==> src/rtl/frame_demux_1in4out_pkg.sv <==
// Shared definitions for the 1-to-4 frame demultiplexer: default widths,
// channel count, channel-index type and the index-to-one-hot decode.
package frame_demux_1in4out_pkg;

  localparam int WIDTH_DEF = 40;
  localparam int CNT_W_DEF = 8;
  localparam int NUM_CH    = 4;

  typedef logic [1:0] chan_idx_t;

  function automatic logic [NUM_CH-1:0] chan_onehot(input chan_idx_t idx);
    logic [NUM_CH-1:0] oh;
    case (idx)
      2'd0:    oh = 4'b0001;
      2'd1:    oh = 4'b0010;
      2'd2:    oh = 4'b0100;
      2'd3:    oh = 4'b1000;
      default: oh = 4'b0000;
    endcase
    return oh;
  endfunction

endpackage

==> src/rtl/frame_chan_reg.sv <==
// One output channel: held frame, one-cycle update pulse and a dirty flag
// that is set by a write and cleared by the consumer's acknowledge.
module frame_chan_reg
  import frame_demux_1in4out_pkg::*;
#(
  parameter int WIDTH = WIDTH_DEF
) (
  input  logic             clk,
  input  logic             rst_n,
  input  logic             wr_en,
  input  logic [WIDTH-1:0] wr_data,
  input  logic             ack,
  output logic [WIDTH-1:0] data,
  output logic             upd,
  output logic             dirty
);

  logic [WIDTH-1:0] data_q, data_d;
  logic             upd_q, upd_d;
  logic             dirty_q, dirty_d;

  // Next-state: a write in the same cycle as ack keeps the channel dirty.
  always_comb begin
    data_d  = data_q;
    upd_d   = wr_en;
    dirty_d = dirty_q;
    if (wr_en) begin
      data_d  = wr_data;
      dirty_d = 1'b1;
    end else if (ack) begin
      dirty_d = 1'b0;
    end else begin
      dirty_d = dirty_q;
    end
  end

  // Channel state registers.
  always_ff @(posedge clk or negedge rst_n) begin
    if (!rst_n) begin
      data_q  <= '0;
      upd_q   <= 1'b0;
      dirty_q <= 1'b0;
    end else begin
      data_q  <= data_d;
      upd_q   <= upd_d;
      dirty_q <= dirty_d;
    end
  end

  assign data  = data_q;
  assign upd   = upd_q;
  assign dirty = dirty_q;

endmodule

==> src/rtl/frame_demux_1in4out.sv <==
// Routes one input frame per cycle to one of four held output channels,
// honouring per-channel write locks and counting accepted frames.
module frame_demux_1in4out
  import frame_demux_1in4out_pkg::*;
#(
  parameter int WIDTH = WIDTH_DEF,
  parameter int CNT_W = CNT_W_DEF
) (
  input  logic              clk,
  input  logic              rst_n,
  input  logic [WIDTH-1:0]  in_data,
  input  logic [1:0]        in_sel,
  input  logic              in_valid,
  output logic              in_ready,
  input  logic [3:0]        lock,
  input  logic [3:0]        ack,
  output logic [WIDTH-1:0]  out0,
  output logic [WIDTH-1:0]  out1,
  output logic [WIDTH-1:0]  out2,
  output logic [WIDTH-1:0]  out3,
  output logic [3:0]        upd,
  output logic [3:0]        dirty,
  output logic [CNT_W-1:0]  frame_cnt
);

  logic              xfer_s;
  logic [3:0]        wr_vec_s;
  logic [WIDTH-1:0]  out_arr [NUM_CH];
  logic [CNT_W-1:0]  frame_cnt_q, frame_cnt_d;

  // Ready depends only on the lock of the addressed channel, never on valid.
  always_comb begin
    in_ready    = ~lock[in_sel];
    xfer_s      = in_valid & in_ready;
    wr_vec_s    = 4'b0000;
    frame_cnt_d = frame_cnt_q;
    if (xfer_s) begin
      wr_vec_s    = chan_onehot(chan_idx_t'(in_sel));
      frame_cnt_d = frame_cnt_q + {{(CNT_W-1){1'b0}}, 1'b1};
    end else begin
      wr_vec_s    = 4'b0000;
      frame_cnt_d = frame_cnt_q;
    end
  end

  // Accepted-frame counter, wraps naturally at 2^CNT_W.
  always_ff @(posedge clk or negedge rst_n) begin
    if (!rst_n) begin
      frame_cnt_q <= '0;
    end else begin
      frame_cnt_q <= frame_cnt_d;
    end
  end

  for (genvar g = 0; g < NUM_CH; g++) begin : g_chan
    frame_chan_reg #(.WIDTH(WIDTH)) u_chan (
      .clk     (clk),
      .rst_n   (rst_n),
      .wr_en   (wr_vec_s[g]),
      .wr_data (in_data),
      .ack     (ack[g]),
      .data    (out_arr[g]),
      .upd     (upd[g]),
      .dirty   (dirty[g])
    );
  end

  assign out0      = out_arr[0];
  assign out1      = out_arr[1];
  assign out2      = out_arr[2];
  assign out3      = out_arr[3];
  assign frame_cnt = frame_cnt_q;

endmodule

==> config.mk <==
export PLATFORM = sky130hd
export DESIGN_NAME = frame_demux_1in4out
export DESIGN_NICKNAME = d
export VERILOG_FILES = /design/src/rtl/frame_demux_1in4out_pkg.sv /design/src/rtl/frame_chan_reg.sv /design/src/rtl/frame_demux_1in4out.sv
export SDC_FILE = /design/constraint.sdc
export NUM_CORES = 1
export LEC_CHECK = 0
export BUFFER_PORTS_ARGS = -buffer_cell sky130_fd_sc_hd__clkbuf_2
export CORE_MARGIN = 5
export CORE_UTILIZATION = 47
export CTS_BUF_LIST = sky130_fd_sc_hd__clkbuf_4
export DETAILED_ROUTE_END_ITERATION = 6
export PLACE_DENSITY = 0.77
export RECOVER_POWER = 50
export SLEW_MARGIN = 20
export SYNTH_ARGS = -nofsm -noshare
export SYNTH_HDL_FRONTEND = slang
export SYNTH_SLANG_ARGS = --single-unit
==> constraint.sdc <==
create_clock -name clk -period 1.1 [get_ports clk]
set_input_delay 0.11 -clock clk [delete_from_list [all_inputs] [get_ports clk]]
set_output_delay 0.11 -clock clk [all_outputs]
set_load 0.03 [all_outputs]
==> impl_results.md, run 1 <==
- Status: finished with violations
- Failing checks: setup timing
- CTS tree: built
- Clk slew on worst S/H paths: 0.16 ns
- Drt total wl: 25800 um
- Combinational family with the most area after synthesis: multiplexers
- Vias in the first global route: 6216
- Hold Path Sink: frame_cnt[0]
- Area grow syn2layout: 76.4%
- Clock Skews: 0.00221 ns
- Clock sinks: 176
- Tot GR Track Use: 28.3%
- Ports: 230
- Max-slew violations: 0
- Hold Crit Depth: 4
- Final GP Congestion: approximately 0.8
- Synth Area in XOR/XNOR: 0.923%
- Layout Nets: 928
- Global-route wire length before repair: ~35000 um
- Cells after synthesis: 480
- Hold violation count in the final report: 0
- RSZ-0062 raised after global routing: yes
- Multiplexer share of the synthesized area: 20.9%
- Pre-CTS WS: -0.392 ns
- WS Path Type: reg -> out
- Flops & latches, synth: 176
- Worst setup SP type: register
- DR pass1 iterations: 4
- Synth Warn #: 0
- Adder and majority cell fraction of the synthesized area: less than 1%
- Clock root cell: clkbuf_4
- Final hold slack: between 0.15 and 0.2 ns
- Worst-Skew Late Latency: 0.55 ns
- Power per standard cell area: 2090 mW/mm^2
- Synthesized area per cell: 13.8 um^2
- First DRT Iteration DRCs: 416
- H-tree depth: 4
- Site row count: between 40 and 50
- FF-to-FF End: frame_cnt[4]
- Largest net degree at the start of global routing: 43
- Total gr overflow: 0
- Required time worst endpoint: 0.99 ns
- Sequential fraction of the synthesis area: between 60 and 70%
- Min cycle time layout: 1.41 ns
- Final worst setup slack: -0.306 ns
- Fmax: approximately 710 MHz
- Via count: 5718
- WP data arrival: between 1 and 1.5 ns
- DPL Wire Length: between 10000 and 15000 um
- Syn_nets: roughly 530
- Max Root-Sink Buffers: 2
- Worst Hold Class: in -> reg
- CTS Buf Count: 17
- CP max FO: 3
- Layout cells sized above 1: about three fifths
- Slew @ Worst Pin: 0.912 ns
- Hold buffers post-CTS: 46
- DRC: 0
- Final worst-path cycle share: 128%
- Crit path capture type: output pin
- Vias per std cell: 5.36
- Hold Path Origin: in_valid
- Initial antenna violation count: 1
- Max-cap violations: 0
- Initial Util: between 40% and 50%
- Pleak: between 5 and 6 nW
- Reg2Reg Setup Slack: -0.21 ns
- Synthesized area: 0.00664 mm^2
- Worst R2R Path Depth: 4
- Post-route ant nets: 0
- Die area: 0.0166 mm^2
- Die height: around 130 um
- Compound-Gate Fraction of Synth Area: 0.415%
- Max transition margin: 39.2%
- Layout fillers: 599
- Placed Area: 0.00844 mm^2
- Reg2reg start: frame_cnt[0]
- Peak supply drop: between 1 and 1.5 mV
- PortBufs: about 230
- Setup violations, final: 242
- Count of cell types in the netlist: 22
- Cell area after layout: 0.0117 mm^2
- Simple-gate area share of the yosys netlist: under 10%
- Core Footprint: 0.0139 mm^2
- Die Wd: 129 um
- Routed wire per std cell: about 24 um
- Antenna fix cells: 0
-- cell usage after synthesis, drive strengths merged --
cell type | number | area share (%)
a21o | 3 | 0.34
and3 | 2 | 0.19
and4 | 1 | 0.13
buf | 25 | 2.3
clkbuf | 4 | 0.23
dfrtp | 176 | 66
ha | 1 | 0.19
inv | 6 | 0.34
mux2 | 121 | 21
mux4 | 1 | 0.34
nand2 | 122 | 6.9
nand2b | 1 | 0.094
nand4 | 4 | 0.38
nand4b | 1 | 0.13
nor2b | 1 | 0.094
nor3 | 2 | 0.30
nor3b | 1 | 0.19
o21ai | 1 | 0.075
xnor2 | 5 | 0.66
xor2 | 2 | 0.26
-- cells by family after synthesis --
logic type      Yosys count
fa+ha+maj                 1
compound gates            4
buf+inv                  35
mux                     122
xor+xnor                  7
flops                   176
simple gates            135
-- through the flow --
step | TNS (ns) | cells | utilization (%) | total power [W]
final | -32.14 | 1067 | 84.4 | 0.0245
after global routing | -46.54 | 1067 | 84.4 | 0.0254
after CTS | -31.29 | 1023 | 80.4 | 0.0222
after detailed placement | -39.31 | 888 | 60.8 | 0.0156
after global placement | -35.00 | 888 | 60.8 | 0.0154
after floorplan | -6.94 | 480 | - | 0.0131
-- critical path, stage by stage (launching register included) --
cell,delay [ns]
dfrtp_1,0.46
buf_6,0.15
buf_8,0.13
-- layout by cell type, fill, tap and decap left out, drive strengths merged --
cell type	Yosys	final
nand4b	1	1
a21o	3	3
ha	1	1
dfrtp	176	176
xor2	2	2
nand2b	1	1
mux2	121	121
xnor2	5	5
o21ai	1	1
nor3	2	2
bufinv	0	2
dlygate4sd3	0	46
and3	2	2
clkbuf	4	76
nand4	4	4
inv	6	7
nand2	122	122
and4	1	1
clkinv	0	7
buf	25	302
clkinvlp	0	2
nor2b	1	1
nor3b	1	1
mux4	1	1
-- where the power goes --
part | internal, W | total, W | switching [W]
Sequential | 0.00783 | 0.00936 | 0.00153
Clock | 0.00140 | 0.00364 | 0.00225
Combinational | 0.00620 | 0.0115 | 0.00527
Total | 0.0154 | 0.0245 | 0.00905
-- how the worst max path moves through the flow --
stage | from | to | cells after the start
final | frame_cnt[0] | frame_cnt[0] | 2
after global routing | frame_cnt[0] | frame_cnt[0] | 2
after CTS | frame_cnt[0] | frame_cnt[0] | 2
after detailed placement | in_sel[0] | frame_cnt[3] | 6
after global placement | in_sel[0] | frame_cnt[1] | 5
after floorplan | in_sel[0] | frame_cnt[1] | 4
-- per-layer routing --
layer	vias up	GRT usage, %	wire [um]
met1	2941	31.9	8830
li1	2374	-	-
met2	328	50.9	14300
met4	0	10.7	1050
met5	-	0	0
met3	75	7.76	1710
-- timing repair --
action / in CTS / in global routing
gates resized for setup: 359 / 194
setup endpoints to repair: 177 / 184
pin swaps: 1 / 7
buffers inserted: 57 / 46
hold endpoints to repair: 341 / 14
-- state kept, by name (all words and copies together), names as in the netlist --
signal and count:
g_chan.u_chan.data 160, g_chan.u_chan.dirty 4, g_chan.u_chan.upd 4, frame_cnt 8
-- cell type report --
class                      instances  area (um^2)  share of cell area [%]
clock inverter                    12          118                    1.00
inverter                           6         22.5                   0.192
sequential                       176         4410                    37.6
clock buffer                      20          150                    1.28
tap                              180          225                    1.92
timing repair buffer             404         4420                    37.8
multi-input combinational        269         2360                    20.2
Note: power is estimated with default switching activity, not from simulation.
==> inputs of run 2 (changes only) <==
--- a/config.mk
+++ b/config.mk
@@ -6,8 +6,10 @@
 export NUM_CORES = 1
 export LEC_CHECK = 0
 export BUFFER_PORTS_ARGS = -buffer_cell sky130_fd_sc_hd__clkbuf_2
+export CELL_PAD_IN_SITES_DETAIL_PLACEMENT = 0
+export CELL_PAD_IN_SITES_GLOBAL_PLACEMENT = 1
 export CORE_MARGIN = 5
-export CORE_UTILIZATION = 47
+export CORE_UTILIZATION = 40
 export CTS_BUF_LIST = sky130_fd_sc_hd__clkbuf_4
 export DETAILED_ROUTE_END_ITERATION = 6
 export PLACE_DENSITY = 0.77
@@ -15,4 +17,5 @@
 export SLEW_MARGIN = 20
 export SYNTH_ARGS = -nofsm -noshare
 export SYNTH_HDL_FRONTEND = slang
+export SYNTH_HIERARCHICAL = 1
 export SYNTH_SLANG_ARGS = --single-unit
==> run 2 against run 1 <==
The flow still finishes with violations (setup timing). Clock-buffer cell count is 2 lower. First-iteration DRC count is 55% lower. Die area is 29% higher. Clock power about the same. Clock skew rose by 0.0088 ns. Combinational power up 7%. Area after synthesis increased by 12%. Global-route usage down 8.9 points. Largest power group unchanged. Synthesized cell count decreased by 18%. Final cell count up 1.2%. Worst setup slack improved by 0.059 ns. Critical path depth unchanged.
==> impl_results.md, run 2 <==
- Worst Hold Class: in -> reg (unchanged)
- Post-synth EDFFs: 0 (unchanged)
- Initial Util: 40.2% (was 47.8%)
- DR pass1 iterations: 5 (was 4)
- Commonest non-fill, non-tap cell in the layout: buf_8 (unchanged)
- Synthesized area: 0.00745 mm^2 (was 0.00664 mm^2)
- Synth async-reset ratio: 100% (unchanged)
- Layout Nets: 888 (was 928)
- Sequential fraction of the synthesis area: 59.1% (was 66.3%)
- Final hold slack: 0.129 ns (was 0.172 ns)
- Failing checks: setup timing (unchanged)
- Area grow syn2layout: 66.2% (was 76.4%)
- Largest net degree at the start of global routing: 47 (was 43)
- Slew @ Worst Pin: 0.544 ns (was 0.912 ns)
- Post-synth top area cell: dfrtp_1 (unchanged)
- Worst-Skew Late Latency: 0.53 ns (was 0.55 ns)
- Synthesized area per cell: 18.9 um^2 (was 13.8 um^2)
- Post-route ant nets: 0 (unchanged)
- WS Path Type: reg -> out (unchanged)
- Final worst setup slack: -0.247 ns (was -0.306 ns)
- Post-synth top cells: dfrtp_1 (176), mux2_4 (158), buf_12 (16) (was dfrtp_1 (176), nand2_1 (122), mux2_2 (121))
- Clk slew on worst S/H paths: 0.15 ns (was 0.16 ns)
- Tot GR Track Use: 19.4% (was 28.3%)
- WP data arrival: 1.24 ns (was 1.30 ns)
- Main area contributors after synthesis: dfrtp_1 (59%), mux2_4 (32%), buf_12 (4.3%) (was dfrtp_1 (66%), mux2_2 (21%), nand2_1 (6.9%))
- First DRT Iteration DRCs: 186 (was 416)
- Final GP Congestion: 0.761 (was 0.804)
- Vias in the first global route: 5650 (was 6216)
- CP max FO: 2 (was 3)
- Top-count cell post-synth: dfrtp_1 (unchanged)
- CP Cell Sequence: buf_6 > clkbuf_16 (was buf_6 > buf_8)
- Status: finished with violations (unchanged)
- Count of cell types in the netlist: 21 (was 22)
- Synth Flop Type: dfrtp_1 (unchanged)
- Max-slew violations: 0 (unchanged)
- Max-cap violations: 0 (unchanged)
- Min cycle time layout: 1.35 ns (was 1.41 ns)
- Most frequent cells in the layout: buf_8 (177), dfrtp_1 (172), mux2_4 (133), buf_4 (113), clkbuf_2 (53) (was buf_8 (176), dfrtp_1 (174), nand2_1 (122), buf_4 (108), mux2_4 (64))
- Hold Path Origin: lock[1] (was in_valid)
- Layout fillers: 1232 (was 599)
- Setup violations, final: 392 (was 242)
- Drt total wl: 22200 um (was 25800 um)
- Hold violation count in the final report: 0 (unchanged)
- Worst setup SP type: register (unchanged)
- Worst path slowest cell: dfrtp_1 (unchanged)
- Clock root cell: clkbuf_4 (unchanged)
- Max Root-Sink Buffers: 2 (unchanged)
- Die Wd: 146 um (was 129 um)
- H-tree depth: 4 (unchanged)
- Via count: 5088 (was 5718)
- Required time worst endpoint: 0.99 ns (about the same)
- Vias per std cell: 4.71 (was 5.36)
- Initial antenna violation count: 0 (was 1)
- Pleak: 6.05 nW (was 5.83 nW)
- Fmax: 742 MHz (was 711 MHz)
- Worst Setup SP: frame_cnt[2] (was frame_cnt[0])
- DPL Wire Length: 11800 um (was 12100 um)
- Antenna fix cells: 0 (unchanged)
- RSZ-0062 raised after global routing: yes (unchanged)
- Reg2reg start: frame_cnt[1] (was frame_cnt[0])
- Die area: 0.0215 mm^2 (was 0.0166 mm^2)
- PortBufs: 229 (unchanged)
- Cell area after layout: 0.0124 mm^2 (was 0.0117 mm^2)
- Layout cells sized above 1: 67.1% (was 58.7%)
- CP peak stage delay: 0.43 ns (was 0.46 ns)
- Clock Skews: 0.0110 ns (was 0.00221 ns)
- Final worst-path cycle share: 122% (was 128%)
- DRC: 0 (unchanged)
- CTS Buf Count: 17 (unchanged)
- Syn_nets: 448 (was 534)
- Max reg flops: 160 (unchanged)
- Reg2Reg Setup Slack: -0.23 ns (was -0.21 ns)
- CTS tree: built (unchanged)
- Setup_tns: -55.73 ns (was -32.14 ns)
- Max transition margin: 63.7% (was 39.2%)
- Peak supply drop: 1.09 mV (was 1.20 mV)
- Global-route wire length before repair: 32900 um (was 35400 um)
- Crit path capture type: output pin (unchanged)
- Routed wire per std cell: 20.6 um (was 24.2 um)
- Synth top area share: 59.1% (was 66.3%)
- Ports: 230 (unchanged)
- Die height: 146 um (was 129 um)
- Placed Area: 0.00892 mm^2 (was 0.00844 mm^2)
- Clock sinks: 176 (unchanged)
- Power per standard cell area: 2040 mW/mm^2 (was 2090 mW/mm^2)
- Site row count: 50 (was 43)
- Cells after synthesis: 394 (was 480)
- Core Footprint: 0.0185 mm^2 (was 0.0139 mm^2)
- Flops & latches, synth: 176 (unchanged)
- Total gr overflow: 0 (unchanged)
- Synth Warn #: 6 (was 0)
run 2: cell count changes in the layout (fill, tap and decap cells not counted), moves of 4 or more:
cell,delta
nand2_1,-121
clkbuf_4,+22
mux2_2,-53
dlygate4sd3_1,+4
buf_4,+5
mux2_1,+26
mux2_4,+69
run 2: cells by family after synthesis:
logic type,after synthesis,share of synthesized area (%)
muxes,164,32.7
DFF,176,59.1
buffers and inverters,24,5.11
AOI/OAI and AO/OA,5,0.672
xor gates and xnor gates,7,0.823
adders and majority gates,1,0.168
and+or+nand+nor,17,1.36
run 2: path summary, 6_finish.rpt:
| path | to | cells after the start |
|---|---|---|
| max in group asynchronous | frame_cnt[4] | 4 |
| worst min register to register | g_chan[3].u_chan/data[34] | 1 |
| worst max register to register | frame_cnt[6] | 6 |
| worst min-delay path | g_chan[1].u_chan/dirty | 4 |
| min in group asynchronous | g_chan[1].u_chan/data[5] | 3 |
| worst max-delay path | frame_cnt[2] | 2 |
run 2: cell type report:
type                    count  area, um^2  share of cell area, %
well taps                 234         293                   2.37
multi-input cells         194        2630                   21.2
inverters                   4        15.0                  0.121
clock buffers              18         135                   1.09
clock inverters            13         139                   1.12
flip-flops and latches    176        4410                   35.6
repair buffers            441        4760                   38.5
run 2: per-layer routing:
metal | global-route usage (%) | up-vias | part of all wire [%]
met5 | 0 | - | 0
li1 | - | 2265 | -
met4 | 5.17 | 0 | 2.0
met3 | 5.25 | 34 | 5.0
met2 | 34.4 | 180 | 53
met1 | 23.3 | 2609 | 40
run 2: what timing repair did:
action	CTS	global route
resized for setup	359	189
cloned	0	2
hold buffers	50	0
buffers inserted	81	55
endpoints found under the hold margin	344	0
endpoints found under the setup margin	178	291
pin swaps	3	8
run 2: stage by stage:
stage               util, %  worst slack, ns  power, W  std cells
floorplan                 -           -0.204    0.0139        394
global placement       48.2           -0.412    0.0163        862
detailed placement     48.2           -0.429    0.0165        862
CTS                    64.1           -0.327    0.0237       1024
global route           66.8           -0.340    0.0263       1080
finish                 66.8           -0.247    0.0253       1080
run 2: critical path, delay by kind of cell (launching register included):
family / cells / cell delay (ns)
flops: 1 / 0.43
buf+inv: 2 / 0.29
run 2: power by group:
group          switching [W]  leakage (nW)  internal (W)
clock                0.00225         0.150       0.00137
combinational        0.00520          3.77       0.00711
sequential           0.00147          2.13       0.00789
total                0.00891          6.05        0.0164
==> inputs of run 3 (changes only) <==
--- a/config.mk
+++ b/config.mk
@@ -12,7 +12,7 @@
 export CORE_UTILIZATION = 40
 export CTS_BUF_LIST = sky130_fd_sc_hd__clkbuf_4
 export DETAILED_ROUTE_END_ITERATION = 6
-export PLACE_DENSITY = 0.77
+export PLACE_DENSITY_LB_ADDON = 0.1
 export RECOVER_POWER = 50
 export SLEW_MARGIN = 20
 export SYNTH_ARGS = -nofsm -noshare
==> run 3 against run 2 <==
The run still ends with setup timing left. Worst setup slack worse by 0.075 ns. Sequential power is 0.6% lower. Critical endpoint is now g_chan[0].u_chan/upd. Clock power is 4% lower. Clock skew is 0.0031 ns higher. Highest routed layer unchanged. Maximum frequency is 5.3% lower.
==> impl_results.md, run 3 (same netlist as run 2, synthesis figures left out) <==
- Via count: 4988 (was 5088)
- Slew @ Worst Pin: 0.647 ns (was 0.544 ns)
- Crit path capture type: register (was output pin)
- Initial Util: 40.2% (unchanged)
- Area grow syn2layout: 66.5% (was 66.2%)
- Max transition margin: 56.9% (was 63.7%)
- DRC: 0 (unchanged)
- Layout Nets: 898 (was 888)
- Clock sinks: 176 (unchanged)
- Core Footprint: 0.0185 mm^2 (unchanged)
- Commonest non-fill, non-tap cell in the layout: buf_8 (unchanged)
- Ports: 230 (unchanged)
- H-tree depth: 4 (unchanged)
- Min cycle time layout: 1.42 ns (was 1.35 ns)
- Max-slew violations: 0 (unchanged)
- Pleak: 6.06 nW (was 6.05 nW)
- Total gr overflow: 0 (unchanged)
- WS Path Type: in -> reg (was reg -> out)
- Max-cap violations: 0 (unchanged)
- Vias per std cell: 4.57 (was 4.71)
- Routed wire per std cell: 19.1 um (was 20.6 um)
- Setup violations, final: 437 (was 392)
- Vias in the first global route: 5548 (was 5650)
- Drt total wl: 20900 um (was 22200 um)
- Post-route ant nets: 0 (unchanged)
- Worst-Skew Late Latency: 0.53 ns (about the same)
- CTS Buf Count: 17 (unchanged)
- Most frequent cells in the layout: buf_8 (176), dfrtp_1 (171), buf_4 (146), mux2_4 (136), clkbuf_2 (54) (was buf_8 (177), dfrtp_1 (172), mux2_4 (133), buf_4 (113), clkbuf_2 (53))
- Site row count: 50 (unchanged)
- Required time worst endpoint: 1.57 ns (was 0.99 ns)
- Peak supply drop: 0.954 mV (was 1.09 mV)
- Max Root-Sink Buffers: 2 (unchanged)
- RSZ-0062 raised after global routing: yes (unchanged)
- DR pass1 iterations: 4 (was 5)
- PortBufs: 229 (unchanged)
- Pre-CTS WS: -0.378 ns (was -0.429 ns)
- Final worst setup slack: -0.323 ns (was -0.247 ns)
- Die height: 146 um (unchanged)
- CP max FO: 28 (was 2)
- Final GP Congestion: 0.769 (was 0.761)
- Final hold slack: 0.148 ns (was 0.129 ns)
- Pwr Total: 0.0250 W (was 0.0253 W)
- CTS tree: built (unchanged)
- Placed insts: 872 (was 862)
- Max reg flops: 160 (unchanged)
- WP data arrival: 1.89 ns (was 1.24 ns)
- Hold violation count in the final report: 0 (unchanged)
- Util after Layout: 67.0% (was 66.8%)
- Tot GR Track Use: 19.0% (was 19.4%)
- Fmax: 703 MHz (was 742 MHz)
- Power per standard cell area: 2010 mW/mm^2 (was 2040 mW/mm^2)
- Post-route insts no fill: 1091 (was 1080)
- Layout fillers: 1266 (was 1232)
- Worst setup SP type: input port (was register)
- Status: finished with violations (unchanged)
- DPL Wire Length: 12700 um (was 11800 um)
- Largest net degree at the start of global routing: 40 (was 47)
- Layout cells sized above 1: 68.1% (was 67.1%)
- Worst Hold Class: in -> reg (unchanged)
- Die Wd: 146 um (unchanged)
- Clock Skews: 0.0142 ns (was 0.0110 ns)
- Failing checks: setup timing (unchanged)
- Global-route wire length before repair: 32000 um (was 32900 um)
- First DRT Iteration DRCs: 120 (was 186)
- Final worst-path cycle share: 129% (was 122%)
- Clk slew on worst S/H paths: 0.14 ns (was 0.15 ns)
- Die area: 0.0215 mm^2 (unchanged)
- Initial antenna violation count: 1 (was 0)
- Clock root cell: clkbuf_4 (unchanged)
-- run 3: cell count changes in the layout (fill, tap and decap cells not counted), moves of 3 or more --
cell and change:
clkinv_2 -3, buf_4 +33, clkbuf_4 -19, mux2_4 +3, mux2_1 -3, buf_6 -5
clkinvlp_4 +3
-- run 3: layout make-up --
class | instances | area [um^2] | share of cell area, %
Antenna cell | 1 | 2.50 | 0.0202
Clock buffer | 17 | 128 | 1.03
Clock inverter | 14 | 131 | 1.06
Inverter | 4 | 15.0 | 0.121
Multi-Input combinational cell | 194 | 2630 | 21.2
Sequential cell | 176 | 4410 | 35.6
Tap cell | 234 | 293 | 2.36
Timing Repair Buffer | 451 | 4790 | 38.6
-- run 3: layer usage --
metal	vias up	routed length, um	part of all wire, %	GRT usage (%)
li1	2287	-	-	-
met1	2550	9050	43	24.8
met2	142	10600	51	31.5
met3	9	1040	5.0	5.46
met4	0	145	0.69	4.14
met5	-	0	0	0
-- run 3: critical path, stage by stage --
cell and delay [ns]:
clkbuf_2 0.09, or2b_4 0.27, nor3_1 0.19, clkbuf_4 0.52
dlygate4sd3_1 0.68
-- run 3: repair_timing --
action	4_1_cts	5_1_grt
hold endpoints to repair	342	0
buffers inserted	90	49
pin swaps	4	5
hold buffers	48	0
resized for setup	362	188
endpoints found under the setup margin	178	190
cloned	0	1
-- run 3: final timing paths --
path,start,slack (ns),depth (start not counted),endpoint
max in group asynchronous,rst_n,-0.10,4,g_chan[1].u_chan/data[32]
max reg2reg,frame_cnt[1],-0.15,5,frame_cnt[6]
min,lock[1],0.15,5,frame_cnt[5]
min reg2reg,g_chan[3].u_chan/dirty,0.54,1,g_chan[3].u_chan/dirty
max,in_valid,-0.32,5,g_chan[0].u_chan/upd
min in group asynchronous,rst_n,0.60,3,g_chan[2].u_chan/data[13]
-- run 3: metrics by stage --
| stage | instance area [um^2] | setup TNS (ns) |
|---|---|---|
| global placement | 9000 | -51.70 |
| detailed placement | 9000 | -53.00 |
| finish | 12400 | -38.66 |
| global route | 12400 | -71.29 |
| floorplan | 7500 | -14.23 |
| CTS | 12000 | -36.45 |
-- run 3: power by group --
part | leakage [nW] | internal, W | switching, W
clock | 0.128 | 0.00114 | 0.00232
sequential | 2.13 | 0.00789 | 0.00140
combinational | 3.81 | 0.00715 | 0.00509
